`config.mk`:
```
export PLATFORM = sky130hd
export DESIGN_NAME = op_sequencer
export DESIGN_NICKNAME = d
export VERILOG_FILES = /design/src/rtl/seq_pkg.sv /design/src/rtl/seq_regfile.sv /design/src/rtl/op_sequencer.sv
export SDC_FILE = /design/constraint.sdc
export NUM_CORES = 1
export LEC_CHECK = 0
export ABC_AREA = 1
export ABC_CLOCK_PERIOD_IN_PS = 5550
export BUFFER_PORTS_ARGS = -buffer_cell sky130_fd_sc_hd__buf_2
export CAP_MARGIN = 20
export CORE_UTILIZATION = 24
export DETAILED_ROUTE_END_ITERATION = 7
export HOLD_SLACK_MARGIN = 0.06
export PLACE_DENSITY_LB_ADDON = 0.15
export REMOVE_ABC_BUFFERS = 1
export SETUP_SLACK_MARGIN = 0.02
export SLEW_MARGIN = 5
export SYNTH_ARGS = -nofsm -noshare
export SYNTH_HDL_FRONTEND = slang
export SYNTH_SLANG_ARGS = --single-unit
```
`constraint.sdc`:
```
create_clock -name clk -period 5.55 [get_ports clk]
set_input_delay 0.2775 -clock clk [delete_from_list [all_inputs] [get_ports clk]]
set_output_delay 0.2775 -clock clk [all_outputs]
set_load 0.03 [all_outputs]
```
`src/rtl/seq_pkg.sv`:
```
// Shared types and constants for the op_sequencer datapath.
// Opcodes, FSM state encoding, width constants and an opcode validity check.
package seq_pkg;

  localparam int DW = 4;
  localparam int AW = 4;
  localparam int OW = 3;
  localparam int NREGS = 1 << AW;

  localparam logic [OW-1:0] OP_AND   = 3'b000;
  localparam logic [OW-1:0] OP_OR    = 3'b001;
  localparam logic [OW-1:0] OP_ADD   = 3'b010;
  localparam logic [OW-1:0] OP_SUB   = 3'b011;
  localparam logic [OW-1:0] OP_LOADI = 3'b100;

  typedef enum logic [1:0] {
    S_IDLE  = 2'd0,
    S_READ  = 2'd1,
    S_EXEC  = 2'd2,
    S_WRITE = 2'd3
  } state_t;

  function automatic logic op_valid(input logic [OW-1:0] op);
    return op <= OP_LOADI;
  endfunction

endpackage

```
`src/rtl/seq_regfile.sv`:
```
// 16x4 register file: two registered read ports, one write port, reset to 0.
// Ports: clk, rst, ren, raddr_a/b -> rdata_a/b, we, waddr, wdata.
// SEQ_R0_ZERO_EN: register 0 reads as 0 and ignores writes.
module seq_regfile
  import seq_pkg::*;
(
  input  logic          clk,
  input  logic          rst,
  input  logic          ren,
  input  logic [AW-1:0] raddr_a,
  input  logic [AW-1:0] raddr_b,
  output logic [DW-1:0] rdata_a,
  output logic [DW-1:0] rdata_b,
  input  logic          we,
  input  logic [AW-1:0] waddr,
  input  logic [DW-1:0] wdata
);

  logic [DW-1:0] mem [NREGS];
  logic          wr_ok;
  logic [DW-1:0] va;
  logic [DW-1:0] vb;

`ifdef SEQ_R0_ZERO_EN
  assign wr_ok = we && (waddr != '0);
  assign va = (raddr_a == '0) ? '0 : mem[raddr_a];
  assign vb = (raddr_b == '0) ? '0 : mem[raddr_b];
`else
  assign wr_ok = we;
  assign va = mem[raddr_a];
  assign vb = mem[raddr_b];
`endif

  always_ff @(posedge clk) begin
    if (rst) begin
      for (int i = 0; i < NREGS; i++) mem[i] <= '0;
      rdata_a <= '0;
      rdata_b <= '0;
    end else begin
      if (wr_ok) mem[waddr] <= wdata;
      // Read outputs double as the operand registers a/b,
      // so they only load in READ and hold afterwards.
      if (ren) begin
        rdata_a <= va;
        rdata_b <= vb;
      end
    end
  end

endmodule

```
`src/rtl/op_sequencer.sv`:
```
// Four-cycle instruction sequencer for the 4-bit ALU (IDLE/READ/EXEC/WRITE).
// Ports: instr_valid/instr_ready handshake, opcode/rd/rs1/rs2/imm fields,
// done/invalid pulses, held result and cf/zf/sf flags, busy.
// Build option SEQ_R0_ZERO_EN (in seq_regfile): hard-wired zero register 0.
module op_sequencer
  import seq_pkg::*;
(
  input  logic          clk,
  input  logic          rst,
  input  logic          instr_valid,
  output logic          instr_ready,
  input  logic [OW-1:0] opcode,
  input  logic [AW-1:0] rd,
  input  logic [AW-1:0] rs1,
  input  logic [AW-1:0] rs2,
  input  logic [DW-1:0] imm,
  output logic          done,
  output logic [DW-1:0] result,
  output logic          cf,
  output logic          zf,
  output logic          sf,
  output logic          invalid,
  output logic          busy
);

  state_t        state;
  logic [OW-1:0] op_q;
  logic [AW-1:0] rd_q;
  logic [AW-1:0] rs1_q;
  logic [AW-1:0] rs2_q;
  logic [DW-1:0] imm_q;
  logic [DW-1:0] a;
  logic [DW-1:0] b;
  logic          op_ok;
  logic          we;

  logic [DW:0]   sum;
  logic [DW-1:0] diff;
  logic [DW-1:0] alu_res;
  logic          alu_cf;
  logic          alu_sf;

  assign instr_ready = (state == S_IDLE);
  assign busy = (state != S_IDLE);
  assign op_ok = op_valid(op_q);
  // result already holds this instruction's value by WRITE
  assign we = (state == S_WRITE) && op_ok;

  seq_regfile u_rf (
    .clk     (clk),
    .rst     (rst),
    .ren     (state == S_READ),
    .raddr_a (rs1_q),
    .raddr_b (rs2_q),
    .rdata_a (a),
    .rdata_b (b),
    .we      (we),
    .waddr   (rd_q),
    .wdata   (result)
  );

  always_comb begin
    sum = {1'b0, a} + {1'b0, b};
    diff = a + ~b + 4'd1;
    alu_res = '0;
    alu_cf = 1'b0;
    alu_sf = 1'b0;
    case (op_q)
      OP_AND: alu_res = a & b;
      OP_OR:  alu_res = a | b;
      OP_ADD: {alu_cf, alu_res} = sum;
      OP_SUB: begin
        // sign-magnitude output: negate when bit 3 is set
        if (diff[DW-1]) begin
          alu_res = ~diff + 4'd1;
          alu_sf = 1'b1;
        end else begin
          alu_res = diff;
        end
      end
      OP_LOADI: alu_res = imm_q;
      default: alu_res = '0;
    endcase
  end

  always_ff @(posedge clk) begin
    if (rst) begin
      state <= S_IDLE;
      op_q <= '0;
      rd_q <= '0;
      rs1_q <= '0;
      rs2_q <= '0;
      imm_q <= '0;
      done <= 1'b0;
      invalid <= 1'b0;
      result <= '0;
      cf <= 1'b0;
      zf <= 1'b0;
      sf <= 1'b0;
    end else begin
      done <= 1'b0;
      invalid <= 1'b0;
      unique case (state)
        S_IDLE: begin
          if (instr_valid) begin
            op_q <= opcode;
            rd_q <= rd;
            rs1_q <= rs1;
            rs2_q <= rs2;
            imm_q <= imm;
            state <= S_READ;
          end
        end
        S_READ: state <= S_EXEC;
        S_EXEC: begin
          if (op_ok) begin
            result <= alu_res;
            cf <= alu_cf;
            zf <= (alu_res == '0);
            sf <= alu_sf;
          end
          state <= S_WRITE;
        end
        S_WRITE: begin
          done <= 1'b1;
          invalid <= !op_ok;
          state <= S_IDLE;
        end
      endcase
    end
  end

endmodule

```
==> flow_summary.toml, run 1 <==
[pwr]
p_per_area_nw_per_um2 = 482.6
p_leak_nw = 2.370
power_mw = 2.977
vdd_drop_max_v = 0.0002589

[drt]
viasPerCell = 4.906
drt-total-wl_um = 17790
ant_nets = 0
dr.pass1.iters = 5
wl_per_cell_um = 18.34
drt_iter0_drc = 407
drc = 0
vias = 4759

[place]
numPortBuffers = 32
dp.cells = 954
dp_slack_ps = 3415
place_congestion = 0.8302
dpl_cell_area_um2 = 5866
dpl.hpwl_um = 12680

[clocking]
clk_latency_ps = 360
h-tree-depth = 3
cts.sinks = 102
clockBufferDepth = 2
cts_hold_buf = 0
post-cts-setup-buffers = 0
cts_resized = 0
cts_buffers = 9
cts_tree = "yes"
path_clk_slew_ps = 70
clock-root-buffer = "clkbuf_16"

[finish]
final_core_util = 0.2783
final_layout_size_suffix_gt1_frac = 0.1101
final_cell_mix = "nor2_1, o21ai_0, nand2_1, edfxtp_1, inv_1"
multi_input_area_um2 = 2391
nNetsFinal = 725
fin_area_um2 = 6168
diodes = 0
final_cells = 970
layout_commonest_cell = "nor2_1"
fillers = 2412
register_area_um2 = 2683
syn_to_final_growth_pct = 12.28

[worst_setup_path]
worst_ep_required_time_ps = 5810
worstSetupPathType = "flip-flop to flip-flop"
cp_slowest_cell = "dfxtp_1"
cp_cell_sequence = "inv_1, o21ai_0, o22ai_1, o21a_1, o21ai_0, nand3_1, nand2_1, inv_1"
cp_num_buf_inv = 2
critPathCaptureType = "flip-flop"
worst_setup_path_start_kind = "flip-flop"
crit_arrival_ps = 2470
critPathMaxFanout = 17
critPathMaxStageDelay_ps = 790
cp_top_family = "flip-flops"

[global_route]
grt_max_degree = 40
grtUsageMet1 = 0.2172
first_global_vias = 4493
grt_first_pass_wirelength_um = 27440
antenna_found_initial = 0
met3_usage = 0.01588
grt_busiest_layer = "met2"
grt_overflow = 0
use_met2 = 0.2544
grt.total_usage = 0.1564

[sta]
fin_crit_sh = 0.3993
fmax_mhz = 451.3
setup_viol = 0
worst_pin_slew_ps = 817.4
hold_viol_final = 0
fin_crit_ps = 2216
finalMaxSlewViolations = 0
setup_tns_ps = 0
slew_headroom = 0.4517
worst_slack_ps = 3334
skew_ps = 9.130
rsz0062_at_grt = "false"
holdWs_ps = 178.6

[logic_synthesis]
syn_area_um2 = 5494
synth-edff-count = 64
synth.area.top_cells = "edfxtp_1, dfxtp_1, nor2_1"
synthArstFlopShare = 0
yosysSeqAreaShare = 0.4883
yosysWarnings = 0
synth_area_leader_cell = "edfxtp_1"
ys.flop_type = "edfxtp_1"
syn-instance-count = 672
synth.avg_cell_area_um2 = 8.176
yosys_register_bits = 102
synth_top_area_frac = 0.3498
ys_types = 34

[outcome]
status = "finished, final reports clean"

[floorplanning]
io_pins = 33
dieWidth_um = 153.3
dieArea_um2 = 23500
initial_utilization = 0.2479
fp.dieH_um = 153.3
core_area_um2 = 22160
row_count = 54

[hold_path]
hp-class = "input pin to flip-flop"

[job]
drv_cap = 0
-- worst min-delay path, stage by stage --
cell and delay [ps]:
buf_2 80, o21ai_0 70, nor2_1 80
-- final cells by class --
type                    instances  area share
clock buffers                  11     0.04280
clock inverters                 5    0.006288
inverters                      67     0.04077
multi-input cells             469      0.3876
flip-flops and latches        102      0.4349
well taps                     280     0.05680
repair buffers                 36     0.03083
-- power by group --
group          leakage [nW]  internal (mW)  total (mW)  switching [mW]
clock                 0.149          0.348       0.649           0.302
combinational          1.25          0.382        1.30           0.921
sequential            0.974          0.915        1.02           0.109
-- per-layer routing --
layer,vias up,part of all wire,routed length (um)
li1,2298,-,-
met3,19,0.035,616
met4,0,0.013,230
met1,2305,0.48,8504
met2,137,0.47,8434
met5,-,0,0
-- synth_stat cells, types with 2 or more instances --
cell type,n
o21a_1,2
o21ai_0,91
buf_2,15
nand2_2,6
inv_1,61
buf_4,4
nand3_1,28
inv_2,4
o21ai_1,5
nand3_2,2
o221ai_1,16
nor2_2,6
a221oi_1,2
clkinv_1,2
nand2_1,71
a21oi_1,37
edfxtp_1,64
o211ai_1,5
nand4_1,2
ha_1,16
fa_1,2
nor3_2,2
a21oi_2,2
dfxtp_1,38
o22ai_1,14
clkbuf_1,14
nor2_1,154
-- sequential cells by signal, indices dropped and copies added (netlist names) --
signal        count
op_q              3
state             2
imm_q             4
rs1_q             4
rs2_q             4
zf                1
u_rf.rdata_a      4
result            4
cf                1
rd_q              4
invalid           1
u_rf.rdata_b      4
u_rf.mem         64
sf                1
done              1
-- worst paths after layout --
kind                            cells past startpoint                  start                            to  slack, ps
worst max-delay path                                8  rs1_q[1]$_SDFFE_PP0P_  u_rf.rdata_a[3]$_SDFFE_PP0N_       3330
worst min register to register                      2  imm_q[0]$_SDFFE_PP0P_         imm_q[0]$_SDFFE_PP0P_        480
worst max register to register                      8  rs1_q[1]$_SDFFE_PP0P_  u_rf.rdata_a[3]$_SDFFE_PP0N_       3330
worst min-delay path                                3                  rd[1]          rd_q[1]$_SDFFE_PP0P_        180
-- cell families after synthesis --
kind of cell / Yosys count / synth area share
AOI/OAI and AO/OA: 175 / 0.1799
buffers and inverters: 101 / 0.07652
adders and majority gates: 18 / 0.04373
and+or+nand+nor: 276 / 0.2116
DFF: 102 / 0.4883
Power figures use the tool's default switching activity.
==> inputs of run 2 (changes only) <==
--- a/config.mk
+++ b/config.mk
@@ -6,7 +6,7 @@
 export NUM_CORES = 1
 export LEC_CHECK = 0
 export ABC_AREA = 1
-export ABC_CLOCK_PERIOD_IN_PS = 5550
+export ABC_CLOCK_PERIOD_IN_PS = 1850
 export BUFFER_PORTS_ARGS = -buffer_cell sky130_fd_sc_hd__buf_2
 export CAP_MARGIN = 20
 export CORE_UTILIZATION = 24
==> constraint.sdc (replaced) <==
create_clock -name clk -period 1.85 [get_ports clk]
set_input_delay 0.0925 -clock clk [delete_from_list [all_inputs] [get_ports clk]]
set_output_delay 0.0925 -clock clk [all_outputs]
set_load 0.03 [all_outputs]
==> flow_summary.toml, run 2 (synthesis results as in run 1) <==
[global_route]
grt_overflow = 0
grt_max_degree = 37
grt_first_pass_wirelength_um = 28550
grt.total_usage = 0.1609
first_global_vias = 4846
antenna_found_initial = 0

[clocking]
cts.sinks = 102
h-tree-depth = 3
cts_buffers = 9
cts_tree = "yes"
clk_latency_ps = 350
clock-root-buffer = "clkbuf_16"
path_clk_slew_ps = 80
clockBufferDepth = 2

[pwr]
p_comb_frac = 0.489
vdd_drop_max_v = 0.0008957
p_per_area_nw_per_um2 = 1423
p_int_mw = 5.530
power_switching_share = 0.4341
seqPwrFrac = 0.307
p_leak_nw = 2.689
power_mw = 9.771
p_clk_frac = 0.203
power_switching_mw = 4.241

[worst_setup_path]
critPathCaptureType = "flip-flop"
cp_cell_sequence = "inv_2, ha_4, inv_2, fa_1, inv_2, ha_4, nand3b_1, nand2_1, nand3_1, nand2_1, a21oi_2, nand2_1, o211ai_1, inv_1"
r2r_slack_ps = -130
critPathMaxStageDelay_ps = 450
r2r_end = "result[2]$_SDFFE_PP0P_"
worst_ep_required_time_ps = 2100
crit_arrival_ps = 2230
cp_top_family = "adder cells"
worst_setup_path_start_kind = "flip-flop"
r2r_cells = 14
reg2reg_from = "u_rf.rdata_a[0]$_SDFFE_PP0N_"
cp_num_buf_inv = 4
cp_slowest_cell = "fa_1"
critPathMaxFanout = 2
worstSetupPathType = "flip-flop to flip-flop"

[floorplanning]
row_count = 54
io_pins = 33
dieArea_um2 = 23500
initial_utilization = 0.2479
core_area_um2 = 22160
dieWidth_um = 153.3
fp.dieH_um = 153.3

[outcome]
violations = "setup timing"
status = "finished, violations left"

[finish]
final_cells = 1034
diodes = 0
fillers = 2346
nNetsFinal = 789
final_core_util = 0.3098
largest-register = "u_rf.mem"
syn_to_final_growth_pct = 24.98
layout_commonest_cell = "nor2_1"
largest_register_ff_count = 64
final_cell_mix = "nor2_1, o21ai_0, nand2_1, edfxtp_1, inv_1"
final_layout_size_suffix_gt1_frac = 0.2029

[drt]
wl_per_cell_um = 17.56
drc = 0
drt_iter0_drc = 306
ant_nets = 0
drt-total-wl_um = 18150
dr.pass1.iters = 5
vias = 4929
viasPerCell = 4.767

[sta]
slew_headroom = 0.6431
skew_ps = 8.920
worst_slack_ps = -131.3
fin_crit_ps = 1981
finalMaxSlewViolations = 0
setup_viol = 3
fmax_mhz = 504.7
worst_pin_slew_ps = 534.6
fin_crit_sh = 1.071
hold_viol_final = 0
rsz0062_at_grt = "true"

[hold_path]
worstHoldStart = "rs1[3]"
hold_end = "rs1_q[3]$_SDFFE_PP0P_"
min_path_cells = 3
hp-class = "input pin to flip-flop"

[place]
numPortBuffers = 32
place_congestion = 0.8073
dp.cells = 998
dpl.hpwl_um = 13200

[job]
drv_cap = 0
run 2: changes by cell type in the layout (fill, tap and decap cells not counted), moves of 4 or more:
cell	before	now
nand2_1	71	64
buf_4	4	47
inv_2	4	8
nand2_2	6	12
ha_1	16	11
ha_4	0	4
inv_1	61	55
dlygate4sd3_1	0	16
run 2: power by group through the flow:
| stage | clock, mW | sequential [mW] | combinational, mW |
|---|---|---|---|
| after floorplan | 0 | 3.18 | 2.51 |
| after global placement | 0 | 3.02 | 4.41 |
| after detailed placement | 0 | 3.03 | 4.39 |
| after CTS | 2.04 | 2.99 | 4.60 |
| after global routing | 2.13 | 3.05 | 5.33 |
| final | 1.99 | 3.00 | 4.78 |
run 2: final cells by class:
type | instances | area (um2) | area share
Multi-Input combinational cell | 469 | 2506 | 0.3650
Clock inverter | 4 | 30.03 | 0.004373
Clock buffer | 12 | 277.8 | 0.04045
Tap cell | 280 | 350.3 | 0.05102
Timing Repair Buffer | 100 | 755.7 | 0.1101
Sequential cell | 102 | 2689 | 0.3916
Inverter | 67 | 257.7 | 0.03754
run 2: worst max path at each step:
stage | from | endpoint | slack (ps) | cells after the start
4_1_cts | u_rf.rdata_a[0]$_SDFFE_PP0N_ | result[2]$_SDFFE_PP0P_ | -140 | 14
6_report | u_rf.rdata_a[0]$_SDFFE_PP0N_ | result[2]$_SDFFE_PP0P_ | -130 | 14
3_3_place_gp | u_rf.rdata_a[0]$_SDFFE_PP0N_ | result[2]$_SDFFE_PP0P_ | -230 | 14
2_1_floorplan | u_rf.rdata_a[0]$_SDFFE_PP0N_ | result[2]$_SDFFE_PP0P_ | -90 | 14
3_5_place_dp | u_rf.rdata_a[0]$_SDFFE_PP0N_ | result[2]$_SDFFE_PP0P_ | -220 | 14
5_1_grt | u_rf.rdata_a[0]$_SDFFE_PP0N_ | result[2]$_SDFFE_PP0P_ | -300 | 14
run 2: worst min-delay path: cells and delay by family:
kind            cells  cell delay, ps
buf+inv             1              90
compound gates      2             210
run 2: layer usage:
| metal | routed length, um | vias to the layer above | GRT usage |
|---|---|---|---|
| li1 | - | 2429 | - |
| met1 | 8820 | 2348 | 0.2238 |
| met2 | 8393 | 136 | 0.2605 |
| met3 | 697 | 16 | 0.01673 |
| met4 | 240 | 0 | 0.05147 |
| met5 | 0 | - | 0 |
run 2: metrics by stage:
stage	instance area (um2)	hold slack [ps]	TNS, ps	worst slack (ps)
6_report	6867	72.33	-335.2	-131.3
4_1_cts	6755	69.58	-261.4	-140.9
5_1_grt	6867	100.2	-793.6	-302.6
2_1_floorplan	5325	154.9	-169.1	-94.56
3_5_place_dp	6233	357.5	-476.5	-215.4
3_3_place_gp	6233	340.4	-498.0	-228.4
run 2: timing repair:
| action | in CTS | in global routing |
|---|---|---|
| pin swaps | 8 | 12 |
| buffers inserted | 1 | 3 |
| hold buffers | 16 | 0 |
| gates resized for setup | 14 | 25 |
| endpoints found under the hold margin | 16 | 0 |
| endpoints found under the setup margin | 8 | 77 |
